File: src/rtl/seq_pattern_tx.sv
// seq_pattern_tx: serial pattern transmitter with repeat count and gap; parity bit via SEQ_PATTERN_TX_PARITY_EN
module seq_pattern_tx #(
    parameter int PAT_W = 4,
    parameter logic [PAT_W-1:0] PATTERN = 4'b1010,
    parameter int CNT_W = 4,
    parameter int GAP_CYC = 0
) (
    input  logic             clk,
    input  logic             reset,
    input  logic             start,
    input  logic             abort,
    input  logic [CNT_W-1:0] repeat_n,
    output logic             out,
    output logic             out_valid,
    output logic             busy,
    output logic             done
);
    localparam int BW = PAT_W > 1 ? $clog2(PAT_W) : 1;
    localparam logic [BW-1:0] BIT_LD = BW'(PAT_W - 1);
    localparam logic [3:0] GAP_LD = 4'(GAP_CYC > 0 ? GAP_CYC - 1 : 0);
    typedef enum logic [1:0] {IDLE, SHIFT, GAP, DONE} state_t;
    state_t state;
    logic [PAT_W-1:0] shreg;
    logic [BW-1:0] bit_cnt;
    logic [CNT_W-1:0] reps_left;
    logic [3:0] gap_cnt;
    logic rep_end;
`ifdef SEQ_PATTERN_TX_PARITY_EN
    logic par_ph;
    assign rep_end = par_ph;
`else
    assign rep_end = bit_cnt == '0;
`endif
    // shreg holds the bits still to come; out already carries the current bit
    always_ff @(posedge clk) begin
        if (reset) begin
            state <= IDLE;
            shreg <= '0;
            bit_cnt <= '0;
            reps_left <= '0;
            gap_cnt <= '0;
            out <= 1'b0;
            out_valid <= 1'b0;
            busy <= 1'b0;
            done <= 1'b0;
`ifdef SEQ_PATTERN_TX_PARITY_EN
            par_ph <= 1'b0;
`endif
        end else if (abort) begin
            state <= IDLE;
            out <= 1'b0;
            out_valid <= 1'b0;
            busy <= 1'b0;
            done <= 1'b0;
`ifdef SEQ_PATTERN_TX_PARITY_EN
            par_ph <= 1'b0;
`endif
        end else begin
            case (state)
                IDLE: if (start) begin
                    reps_left <= repeat_n == '0 ? CNT_W'(1) : repeat_n;
                    shreg <= PATTERN << 1;
                    bit_cnt <= BIT_LD;
                    out <= PATTERN[PAT_W-1];
                    out_valid <= 1'b1;
                    busy <= 1'b1;
                    state <= SHIFT;
                end
                SHIFT: if (rep_end) begin
`ifdef SEQ_PATTERN_TX_PARITY_EN
                    par_ph <= 1'b0;
`endif
                    if (reps_left == CNT_W'(1)) begin
                        state <= DONE;
                        out <= 1'b0;
                        out_valid <= 1'b0;
                        done <= 1'b1;
                    end else begin
                        reps_left <= reps_left - 1'b1;
                        if (GAP_CYC > 0) begin
                            state <= GAP;
                            gap_cnt <= GAP_LD;
                            out <= 1'b0;
                            out_valid <= 1'b0;
                        end else begin
                            shreg <= PATTERN << 1;
                            bit_cnt <= BIT_LD;
                            out <= PATTERN[PAT_W-1];
                        end
                    end
                end
`ifdef SEQ_PATTERN_TX_PARITY_EN
                else if (bit_cnt == '0) begin
                    par_ph <= 1'b1;
                    out <= ^PATTERN;
                end
`endif
                else begin
                    out <= shreg[PAT_W-1];
                    shreg <= shreg << 1;
                    bit_cnt <= bit_cnt - 1'b1;
                end
                GAP: if (gap_cnt == '0) begin
                    shreg <= PATTERN << 1;
                    bit_cnt <= BIT_LD;
                    out <= PATTERN[PAT_W-1];
                    out_valid <= 1'b1;
                    state <= SHIFT;
                end else begin
                    gap_cnt <= gap_cnt - 1'b1;
                end
                DONE: begin
                    state <= IDLE;
                    busy <= 1'b0;
                    done <= 1'b0;
                end
                default: state <= IDLE;
            endcase
        end
    end
endmodule
File: config.mk
export PLATFORM = sky130hd
export DESIGN_NAME = seq_pattern_tx
export DESIGN_NICKNAME = d
export VERILOG_FILES = /design/src/rtl/seq_pattern_tx.sv
export SDC_FILE = /design/constraint.sdc
export NUM_CORES = 1
export LEC_CHECK = 0
export ABC_CLOCK_PERIOD_IN_PS = 1700
export BUFFER_PORTS_ARGS = -buffer_cell sky130_fd_sc_hd__buf_2
export CAP_MARGIN = 20
export CORE_ASPECT_RATIO = 1.5
export CORE_UTILIZATION = 40
export DETAILED_ROUTE_END_ITERATION = 10
export PLACE_DENSITY_LB_ADDON = 0.12
export RECOVER_POWER = 100
export SLEW_MARGIN = 40
export SYNTH_ARGS = -nofsm -noshare
export SYNTH_HDL_FRONTEND = slang
export SYNTH_SLANG_ARGS = --single-unit
File: constraint.sdc
create_clock -name clk -period 1.7 [get_ports clk]
set_clock_uncertainty 0.05 [all_clocks]
set_input_delay 0.255 -clock clk [delete_from_list [all_inputs] [get_ports clk]]
set_output_delay 0.255 -clock clk [all_outputs]
set_load 0.02 [all_outputs]
==> flow_summary.ini <==
[clock_tree]
post_cts_buffers = 0
clock_sinks = 18
cts_tree = built
clk_latency_ps = 290
cts_root_buffer = clkbuf_4
cts_buffers = 3
cts_buffer_depth = 2
ctsResizeCount = 0
cts.clk_slew.worst_paths_ps = 100
ctsHtreeMaxLevel = 1
cts_hold_buf = 0

[synth]
yosys.cell_count.top_type = dfxtp_1
yosys_warnings = 0
synth_ff_type = dfxtp_1
synthDistinctLibCells = 43
synthCells = 112
synth_top_area_share_pct = 35.8
yosys-top-cells-count = dfxtp_1 (18), nor2_1 (13), inv_1 (9)
ys_seq_area_share_pct = 35.8
synth_fa_ha_area_share_pct = 4.97
synth.area.mux_share_pct = 1.99
synth_xor_area_share_pct = 2.61
synth_area_sq_um = 1010
synth_nets = 124
synth_area_leaders = dfxtp_1 (36%), ha_1 (5.0%), nor2_1 (4.8%)
ys_ff_latch = 18
async_reset_ff_share_pct = 0
synth-compound-area-share_pct = 24.2
synth_edf_count = 0
synth_top_family_by_area = compound AO/OA/AOI/OAI gates
syn_avg_cell_area_sq_um = 8.99
yosys.area.top_type = dfxtp_1
synth-simple-area-share_pct = 24.1

[worst_hold_path]
hold_path_class = input port to flip-flop

[sta]
max_slew_margin_pct = 68.7
post-route-period-util_pct = 92.7
hold_viol = 0
fin_crit_ps = 1580
setup_ws_ps = 124
fin_tns_setup_ps = 0
fmax_ghz = 0.635
rsz0062_at_grt = no
maxSlewViolCount = 0
tightest_slew_ps = 470
final-setup-viol-count = 0

[cells_and_area]
final_layout_size_suffix_gt1_share_pct = 20.2
fillers = 239
synthToLayoutAreaGrowth_pct = 7.58
antenna_cells = 0
nets = 138

[worst_setup_path]
cpPeakStageDelay_ps = 420
cp_top_family = compound AO/OA/AOI/OAI gates
required_ps = 1870
cp_slowest_cell = or3b_4
cp.arrival_ps = 1750
critPathMaxFanout = 4
worstSetupStartpointType = flip-flop
critPathCaptureType = flip-flop
timing.critical_path.buf_inv = 1
crit_path_cell_trace = inv_1, ha_1, or3b_4, o22ai_4, a21oi_2, a211oi_2
crit_type = flip-flop to flip-flop

[global_routing]
grt_pass1_vias = 881
grt_usage_pct = 17.8
grt_max_degree = 17
overflow = 0
grt_first_pass_wirelength_mm = 3.78
antenna_found_initial = 0

[floorplanning]
start_util_pct = 43.6
core_sq_um = 2310
die-area_sq_um = 2730
die_w_um = 43.0
io-pin-count = 12
row_count = 21
fp.dieH_um = 63.5

[run_status]
status = completed

[detailed_routing]
antenna_left = 0
viasPerCell = 5.63
drt-initial-drc-count = 4
drc = 0
routed_wl_mm = 2.01
wl_per_cell_um = 13.6
dr.pass1.iters = 3
vias = 827

[place]
port_buffers = 11
dp_hpwl_mm = 1.54
place_ws_ps = 123
place_congestion = 0.740

[power]
p_sw_share_pct = 27.9
ir_drop_uv = 355
p_leak_uw = 0.000397
power_density_nw_per_um2 = 745
p_clk_share_pct = 26.2
p_seq_share_pct = 56.9
internal_power_uw = 582
power_switching_uw = 225
pwr-share-comb_pct = 16.9

[run]
cap_viol_max_count = 0
## kinds of logic (layout without fill, tap and decap cells)
| kind of cell | Yosys count | count (layout) |
|---|---|---|
| xor gates and xnor gates | 3 | 3 |
| adders and majority gates | 4 | 4 |
| AOI/OAI and AO/OA | 32 | 32 |
| and+or+nand+nor | 40 | 40 |
| buffers and inverters | 13 | 25 |
| muxes | 2 | 2 |
| DFF | 18 | 18 |
## flip-flops by register name, indices dropped and copies added (netlist names)
signal     cells
gap_cnt        4
reps_left      4
bit_cnt        2
shreg          2
state          2
busy           1
done           1
out            1
out_valid      1
## per-layer routing
layer  GRT usage, %  share of wire, %  routed length [um]
met1           20.6                41                 813
met2           31.8                56                1120
met3           1.72               1.9                  38
met4           7.95               1.6                  32
met5              0                 0                   0
## area by class of cell
cell class                 instances  area (sq um)  area share (%)
multi-input combinational         81           576            53.1
sequential                        18           360            33.3
timing repair buffer              13          62.6            5.77
inverter                           9          33.8            3.12
tap                               23          28.8            2.66
clock buffer                       3          22.5            2.08
## per-stage QoR
stage | utilization (%) | std cells | total power [uW] | hold slack, ps | instance area (sq um)
after floorplan | - | 112 | 567 | 294 | 1010
after global placement | 46.5 | 144 | 608 | 396 | 1080
after detailed placement | 46.5 | 144 | 610 | 402 | 1080
after CTS | 47.5 | 147 | 821 | 212 | 1100
after global routing | 46.9 | 147 | 850 | 237 | 1080
final | 46.9 | 147 | 807 | 219 | 1080
## path summary, 6_finish.rpt
check | startpoint | endpoint | slack (ps) | cells past startpoint
max | gap_cnt[0]$_SDFFE_PP0P_ | shreg[2]$_SDFFE_PP0P_ | 120 | 6
min | abort | done$_SDFFE_PP0P_ | 220 | 2
max reg2reg | gap_cnt[0]$_SDFFE_PP0P_ | shreg[2]$_SDFFE_PP0P_ | 120 | 6
min reg2reg | bit_cnt[1]$_SDFFE_PP0P_ | bit_cnt[1]$_SDFFE_PP0P_ | 410 | 2
## power by group through the flow
stage	Clock, uW	Sequential, uW	Combinational (uW)
2_1_floorplan	0	467	100
3_3_place_gp	0	468	140
3_5_place_dp	0	468	141
4_1_cts	220	459	142
5_1_grt	233	462	155
6_report	212	459	136
## cell usage in the layout (no fill, tap or decap), drive strengths merged
cell type | Yosys | routed
o22ai | 2 | 2
xnor2 | 1 | 1
ha | 4 | 4
nand2b | 4 | 4
a31o | 2 | 2
nor2b | 2 | 2
nor2 | 13 | 13
a31oi | 1 | 1
a211oi | 5 | 5
a21boi | 2 | 2
a2111oi | 1 | 1
o21a | 1 | 1
and2 | 3 | 3
nand2 | 3 | 3
o211a | 1 | 1
a211o | 1 | 1
o2bb2ai | 1 | 1
dfxtp | 18 | 18
mux2i | 2 | 2
buf | 3 | 8
nor3b | 4 | 4
nand3 | 5 | 5
nor3 | 4 | 4
o221a | 1 | 1
clkbuf | 1 | 8
or3b | 1 | 1
o21ai | 6 | 6
or2b | 1 | 1
xor2 | 2 | 2
inv | 9 | 9
a21oi | 8 | 8
No activity file was read; power rests on OpenSTA's default activity.
